### config.mk
export PLATFORM = sky130hd
export DESIGN_NAME = player_physics
export DESIGN_NICKNAME = d
export VERILOG_FILES = /design/src/rtl/physics_pkg.sv /design/src/rtl/player_physics_edge_rise.sv /design/src/rtl/player_physics.sv
export SDC_FILE = /design/constraint.sdc
export NUM_CORES = 1
export LEC_CHECK = 0
export CORE_MARGIN = 10
export CORE_UTILIZATION = 55
export CTS_CLUSTER_SIZE = 12
export DETAILED_ROUTE_END_ITERATION = 8
export PLACE_DENSITY = 0.83
export RECOVER_POWER = 50
export SKIP_LAST_GASP = 1
export SLEW_MARGIN = 15
export SYNTH_ARGS = -nofsm -noshare
export SYNTH_HDL_FRONTEND = slang
export SYNTH_HIERARCHICAL = 1
export SYNTH_SLANG_ARGS = --single-unit
### constraint.sdc
create_clock -name clock -period 5.8 [get_ports clock]
set_input_delay 0.87 -clock clock [delete_from_list [all_inputs] [get_ports clock]]
set_output_delay 0.87 -clock clock [all_outputs]
set_load 0.02 [all_outputs]
### src/rtl/physics_pkg.sv
`default_nettype none
// +--------------------------------------------------------------------------+
// | Module   : physics_pkg                                                   |
// | Brief    : Shared types and helpers for the player vertical physics.     |
// | Revision : 1.0                                                           |
// +--------------------------------------------------------------------------+
package physics_pkg;

  typedef enum logic [1:0] {
    ST_IDLE = 2'd0,
    ST_RIDE = 2'd1,
    ST_AIR  = 2'd2
  } state_t;

  typedef logic signed [7:0]  vel_t;
  typedef logic signed [10:0] pos_t;

  localparam logic [1:0] c_FRAME_STILL = 2'd0;
  localparam logic [1:0] c_FRAME_RISE  = 2'd1;
  localparam logic [1:0] c_FRAME_FALL  = 2'd2;

  // One guard bit keeps a sum near either rail from wrapping before the clamp.
  function automatic logic [9:0] clamp_pos(input pos_t a, input pos_t b, input pos_t floor_pos);
    logic signed [11:0] sum;
    sum = $signed({a[10], a}) + $signed({b[10], b});
    if (sum < $signed({floor_pos[10], floor_pos}))
      clamp_pos = floor_pos[9:0];
    else if (sum > 12'sd1023)
      clamp_pos = 10'd1023;
    else
      clamp_pos = sum[9:0];
  endfunction

endpackage
`default_nettype wire

### src/rtl/player_physics_edge_rise.sv
`default_nettype none
// +--------------------------------------------------------------------------+
// | Module   : edge_rise                                                     |
// | Brief    : Registered one-cycle pulse on a rising edge of a level input. |
// | Revision : 1.0                                                           |
// +--------------------------------------------------------------------------+
module edge_rise (
  input  logic clock,
  input  logic reset_n,
  input  logic level,
  output logic pulse
);

  logic r_sync;
  logic r_prev;
  logic r_pulse;

  always_ff @(posedge clock or negedge reset_n) begin
    if (!reset_n) begin
      r_sync  <= 1'b0;
      r_prev  <= 1'b0;
      r_pulse <= 1'b0;
    end else begin
      r_sync  <= level;
      r_prev  <= r_sync;
      r_pulse <= r_sync & ~r_prev;
    end
  end

  assign pulse = r_pulse;

endmodule
`default_nettype wire

### src/rtl/player_physics.sv
`default_nettype none
// +--------------------------------------------------------------------------+
// | Module   : player_physics                                                |
// | Brief    : Per-frame surfer vertical motion (ride / jump / gravity).     |
// |            Define WAVE_LAUNCH_EN to let steep wave rises launch player.  |
// | Revision : 1.0                                                           |
// +--------------------------------------------------------------------------+
module player_physics #(
  parameter int CHAR_HEIGHT   = 20,
  parameter int REST_VPOS     = 300,
  parameter int TOP_LIMIT     = 40,
  parameter int GRAVITY       = 1,
  parameter int JUMP_VEL      = 12,
  parameter int MAX_FALL      = 15,
  parameter int MAX_STEP      = 4,
  parameter int LAUNCH_THRESH = 6
) (
  input  logic       clock,
  input  logic       reset_n,
  input  logic       vsync,
  input  logic [9:0] wave_height,
  input  logic       wave_ready,
  input  logic       jump,
  input  logic       playing,
  output logic [9:0] p_vpos,
  output logic [1:0] char_frame,
  output logic       airborne
);
  import physics_pkg::*;

  localparam pos_t       c_TOP      = pos_t'(TOP_LIMIT);
  localparam pos_t       c_JUMP     = pos_t'(JUMP_VEL);
  localparam pos_t       c_GRAV     = pos_t'(GRAVITY);
  localparam pos_t       c_MAX_FALL = pos_t'(MAX_FALL);
  localparam pos_t       c_MAX_STEP = pos_t'(MAX_STEP);
  localparam pos_t       c_LAUNCH   = pos_t'(LAUNCH_THRESH);
  localparam logic [9:0] c_REST     = 10'(REST_VPOS);
  localparam logic [9:0] c_CHAR     = 10'(CHAR_HEIGHT);
  localparam logic [9:0] c_TOP10    = 10'(TOP_LIMIT);
`ifdef WAVE_LAUNCH_EN
  localparam logic       c_LAUNCH_EN = 1'b1;
`else
  localparam logic       c_LAUNCH_EN = 1'b0;
`endif

  logic       w_tick;
  logic       w_jump_edge;
  state_t     r_state, w_state_nxt;
  vel_t       r_vel, w_vel_nxt;
  logic [9:0] r_pos, w_pos_nxt;
  logic [1:0] r_frame, w_frame_nxt;
  logic [9:0] r_surface;
  logic       r_jump_pend;

  edge_rise u_vsync_edge (.clock(clock), .reset_n(reset_n), .level(vsync), .pulse(w_tick));
  edge_rise u_jump_edge  (.clock(clock), .reset_n(reset_n), .level(jump),  .pulse(w_jump_edge));

  // A jump edge landing on a tick survives that tick's clear.
  always_ff @(posedge clock or negedge reset_n) begin
    if (!reset_n) begin
      r_surface   <= c_REST;
      r_jump_pend <= 1'b0;
    end else begin
      if (wave_ready)
        r_surface <= (wave_height < c_CHAR + c_TOP10) ? c_TOP10 : wave_height - c_CHAR;
      if (w_jump_edge)
        r_jump_pend <= 1'b1;
      else if (w_tick)
        r_jump_pend <= 1'b0;
    end
  end

  pos_t               w_p, w_s, w_rise, w_drop, w_half, w_vel_air;
  logic signed [11:0] w_n;
  logic               w_launch;
  vel_t               w_launch_vel;

  assign w_p          = pos_t'({1'b0, r_pos});
  assign w_s          = pos_t'({1'b0, r_surface});
  assign w_rise       = w_p - w_s;
  assign w_drop       = w_s - w_p;
  assign w_half       = w_rise >>> 1;
  assign w_launch     = c_LAUNCH_EN && (w_rise > c_LAUNCH);
  assign w_launch_vel = (w_half > 11'sd127) ? -8'sd127 : -vel_t'(w_half);
  assign w_vel_air    = (pos_t'(r_vel) + c_GRAV > c_MAX_FALL) ? c_MAX_FALL : pos_t'(r_vel) + c_GRAV;
  assign w_n          = $signed({w_p[10], w_p}) + $signed({w_vel_air[10], w_vel_air});

  always_comb begin
    w_state_nxt = r_state;
    w_vel_nxt   = r_vel;
    w_pos_nxt   = r_pos;
    if (!playing) begin
      w_state_nxt = ST_IDLE;
      w_vel_nxt   = '0;
      w_pos_nxt   = c_REST;
    end else if (w_tick) begin
      case (r_state)
        ST_IDLE: begin
          w_state_nxt = ST_RIDE;
          w_vel_nxt   = '0;
          w_pos_nxt   = r_surface;
        end
        ST_RIDE: begin
          if (r_jump_pend) begin
            w_state_nxt = ST_AIR;
            w_vel_nxt   = -vel_t'(c_JUMP);
            w_pos_nxt   = clamp_pos(w_p, -c_JUMP, c_TOP);
          end else if (w_rise > 0) begin
            w_pos_nxt = r_surface;
            if (w_launch) begin
              w_state_nxt = ST_AIR;
              w_vel_nxt   = w_launch_vel;
            end
          end else if (w_drop > c_MAX_STEP) begin
            w_state_nxt = ST_AIR;
            w_vel_nxt   = '0;
          end else begin
            w_pos_nxt = r_surface;
          end
        end
        ST_AIR: begin
          if ((w_vel_air > 0) && (w_n >= $signed({w_s[10], w_s}))) begin
            w_state_nxt = ST_RIDE;
            w_vel_nxt   = '0;
            w_pos_nxt   = r_surface;
          end else begin
            w_pos_nxt = clamp_pos(w_p, w_vel_air, c_TOP);
            w_vel_nxt = (w_n < $signed({c_TOP[10], c_TOP})) ? '0 : vel_t'(w_vel_air);
          end
        end
        default: begin
          w_state_nxt = ST_IDLE;
          w_vel_nxt   = '0;
          w_pos_nxt   = c_REST;
        end
      endcase
    end
    w_frame_nxt = (w_state_nxt != ST_AIR) ? c_FRAME_STILL :
                  (w_vel_nxt < 0)         ? c_FRAME_RISE  : c_FRAME_FALL;
  end

  always_ff @(posedge clock or negedge reset_n) begin
    if (!reset_n) begin
      r_state <= ST_IDLE;
      r_vel   <= '0;
      r_pos   <= c_REST;
      r_frame <= c_FRAME_STILL;
    end else begin
      r_state <= w_state_nxt;
      r_vel   <= w_vel_nxt;
      r_pos   <= w_pos_nxt;
      r_frame <= w_frame_nxt;
    end
  end

  assign p_vpos     = r_pos;
  assign char_frame = r_frame;
  assign airborne   = (r_state == ST_AIR);

endmodule
`default_nettype wire

==> run metrics, run 1 <==
Die ar.=11840 um2; Setup Viol. Count Final=0; Net Switching=425.3 uW; first-pass GRT wire length=20580 um; share of the core filled with cells=64.03%; Setup WS post-layout=220.0 ps; WP data required=6040 ps; Post-Place Setup Slack=-52.99 ps; Unique masters post-synth=76; cts bufs inserted=5; number of synthesized register bits=39; failing checks=max-capacitance violations, max-slew violations; CP peak stage delay=450 ps; nature of the critical path startpoint=register; HP Class=reg2reg; largest net degree at the start of global routing=40; Syn Nets=615; vias in the first global route=4174; leakage=2.176 nW; clk root buf=clkbuf_8; clk sink count=39; flop2flop setup slack=220 ps; top_reg_cell synth=dfrtp_1; worst vdd ir=0.0001558 V; htree depth=2; routed wl met2=5926 um; largest cells by area after synthesis=dfrtp_1, ha_1, dfstp_2; Routed Wire Length=13130 um; reg-to-reg startpoint=r_vel[0]; Via Count=4513; DPL Wire Length=9880 um; Routed Antenna Nets=0; CTS tree=yes; Max-Cap Viols=1; Logic pwr share=47.1%; I/O pin cnt=29; Top Metal Used=met4; Final #Nets=640; PwrDens=202.9 nW/um2; non-filler instance count after layout=674; Async S/R FF share, synth=100.0%; Area Growth Syn to Fin=13.50%; Std-Cell Rows=32; Final period util=96.21%; Yosys warning count=6; slowest CP cell=dfrtp_2; Post-Synthesis Cells=546; Worst slew margin=-39.43%; Max Freq=179.2 MHz; drt drc=0; fraction of layout cells with a size suffix above 1=9.965%; PortBufs=28; Crit. End Element=register; Worst R2R Path Depth=27; critical path type=reg2reg; core area=7687 um2; clock power share=19.4%; initial core utilization=56.41%; clock skew=6.223 ps; Seq/Total Area, Yosys=22.74%; syn_area_per_cell=7.943 um2; crit path from=r_vel[0]; wire length on met3=1263 um; fin area=4922 um2; worst setup path endpoint=char_frame[0]; Seq pwr share=33.5%; met1 wire length=5378 um; clock latency on the worst-skew pair=300 ps; max-slew violations=40; Critical Path Fanout Max=6; 1st-pass router iterations=5; Vias/cell=6.696; clk buf depth=2; post-synth top area cell=dfrtp_1; number of DRC markers in iteration 0=419; outcome=finished with violations; gpl congestion=0.9504; setup_tns=0 ps; Fin. Hold Viols=0; Total Routing Usage GR=21.30%; Post-synth EDFFs=0; internal power=573.2 uW; die height=108.8 um; cell area after synthesis=4337 um2; dpl cells=661; WL/cell=19.48 um; total gr overflow=0; min Tclk post-route=5580 ps; DIE WIDTH=108.8 um; Cell Area, Placed=4687 um2; n_diodes=0; Switching Fraction=42.59%; Reg clk slew, reported paths=80 ps; Slew @ Worst Pin=2091 ps; data arrival time of the critical path=5820 ps; reg2reg end=char_frame[0]; area share of the largest cell type after synthesis=17.89%; initial antenna violation count=0
[cell families (layout without fill, tap and decap cells)]
| group | after synthesis | count (layout) | synth area share, % |
|---|---|---|---|
| AND/OR/NAND/NOR | 189 | 189 | 22.33 |
| AO/OA/AOI/OAI | 174 | 174 | 28.13 |
| buffers and inverters | 63 | 89 | 5.540 |
| adder cells (fa/ha/maj) | 53 | 53 | 15.46 |
| flip-flops | 39 | 39 | 22.74 |
| XOR/XNOR | 24 | 24 | 4.847 |
| multiplexers | 4 | 4 | 0.9521 |
[power groups by stage]
stage | Clock, mW | Sequential [mW] | Combinational [mW]
floorplan | 0 | 0.326 | 0.326
global placement | 0 | 0.337 | 0.428
detailed placement | 0 | 0.338 | 0.442
CTS | 0.194 | 0.333 | 0.446
global route | 0.205 | 0.336 | 0.518
finish | 0.193 | 0.335 | 0.470
[placed cells by master (no fill, tap or decap), drive strengths merged, types with 5 or more instances in the layout]
cell type and n:
ha 52, nand2 51, inv 47, nor2 45, o21ai 37, a21oi 31, dfrtp 31, clkdlybuf4s50 25
nand2b 18, xnor2 15, o22ai 15, nand3 13, a31oi 12, xor2 9, nor3 9, nand4 8
a21o 8, and2 8, dfstp 8, o21a 7, nor2b 7, buf 7, clkbuf 6, and3 5
nand3b 5, a211o 5, o31ai 5
[worst min path at each step]
stage                         from                  end  slack [ps]  depth (start not counted)
2_1_floorplan   u_jump_edge/r_sync   u_jump_edge/r_prev         350                          0
3_3_place_gp    u_jump_edge/r_sync   u_jump_edge/r_prev         370                          0
3_5_place_dp   u_vsync_edge/r_sync  u_vsync_edge/r_prev         370                          0
4_1_cts        u_vsync_edge/r_sync  u_vsync_edge/r_prev         390                          0
5_1_grt        u_vsync_edge/r_sync  u_vsync_edge/r_prev         400                          0
6_report       u_vsync_edge/r_sync  u_vsync_edge/r_prev         380                          0
[worst max-delay path: cells and delay by family, from the launching register on]
| family | cells | cell delay [ps] |
|---|---|---|
| AO/OA/AOI/OAI | 12 | 2470 |
| flip-flops | 1 | 450 |
| adder cells (fa/ha/maj) | 5 | 1340 |
| buffers and inverters | 3 | 330 |
| AND/OR/NAND/NOR | 7 | 960 |
[per-stage QoR]
| step | power (mW) | hold WS (ps) |
|---|---|---|
| 6_report | 0.9985 | 379.4 |
| 5_1_grt | 1.059 | 399.3 |
| 4_1_cts | 0.9730 | 391.9 |
| 3_5_place_dp | 0.7796 | 365.0 |
| 3_3_place_gp | 0.7653 | 368.2 |
| 2_1_floorplan | 0.6520 | 354.4 |
[Yosys cell counts (4+ instances only)]
| master | number |
|---|---|
| a31oi_1 | 12 |
| dfrtp_1 | 31 |
| nor2b_1 | 5 |
| a21o_1 | 8 |
| a21oi_1 | 30 |
| ha_1 | 52 |
| nand2_1 | 51 |
| clkbuf_1 | 14 |
| dfstp_2 | 8 |
| o21ai_0 | 33 |
| and3_1 | 5 |
| xor2_1 | 9 |
| nor3_1 | 9 |
| xnor2_1 | 15 |
| nand4_1 | 8 |
| o31ai_1 | 4 |
| nand3b_1 | 5 |
| a211o_1 | 5 |
| o21a_1 | 7 |
| nand2b_1 | 17 |
| nand3_1 | 13 |
| inv_1 | 46 |
| a41oi_1 | 4 |
| nor4_1 | 4 |
| o22ai_1 | 14 |
| a22o_1 | 4 |
| nor2_1 | 45 |
| and2_1 | 8 |
[metal layers]
metal	vias to the layer above	GRT usage [%]
met3	56	3.776
li1	2062	-
met4	0	9.416
met5	-	0
met1	2099	28.16
met2	296	33.28
[cell type report]
type / instances / area [um2]
Clock buffer: 5 / 68.82
Clock inverter: 3 / 23.77
Fill cell: 649 / 2765
Inverter: 46 / 172.7
Multi-Input combinational cell: 444 / 3199
Sequential cell: 39 / 991.0
Tap cell: 102 / 127.6
Timing Repair Buffer: 35 / 339.1
[registers in the layout (all words and copies together) (netlist names)]
register             count
p_vpos                  10
r_surface               10
r_vel                    8
char_frame               2
r_state                  2
r_jump_pend              1
u_jump_edge/pulse        1
u_jump_edge/r_prev       1
u_jump_edge/r_sync       1
u_vsync_edge/pulse       1
u_vsync_edge/r_prev      1
u_vsync_edge/r_sync      1
[what timing repair did]
item,CTS,global route
resized for setup,2,23
buffers inserted,0,5
hold buffers,0,0
pin swaps,0,7
endpoints found under the hold margin,0,0
setup endpoints to repair,8,22
Note: power is estimated with default switching activity, not from simulation.
==> run 2, diff against run 1 <==
- CAP_MARGIN: default -> 0
==> results of run 2 <==
Final layout, timing and power as in run 1 (identical DEF).
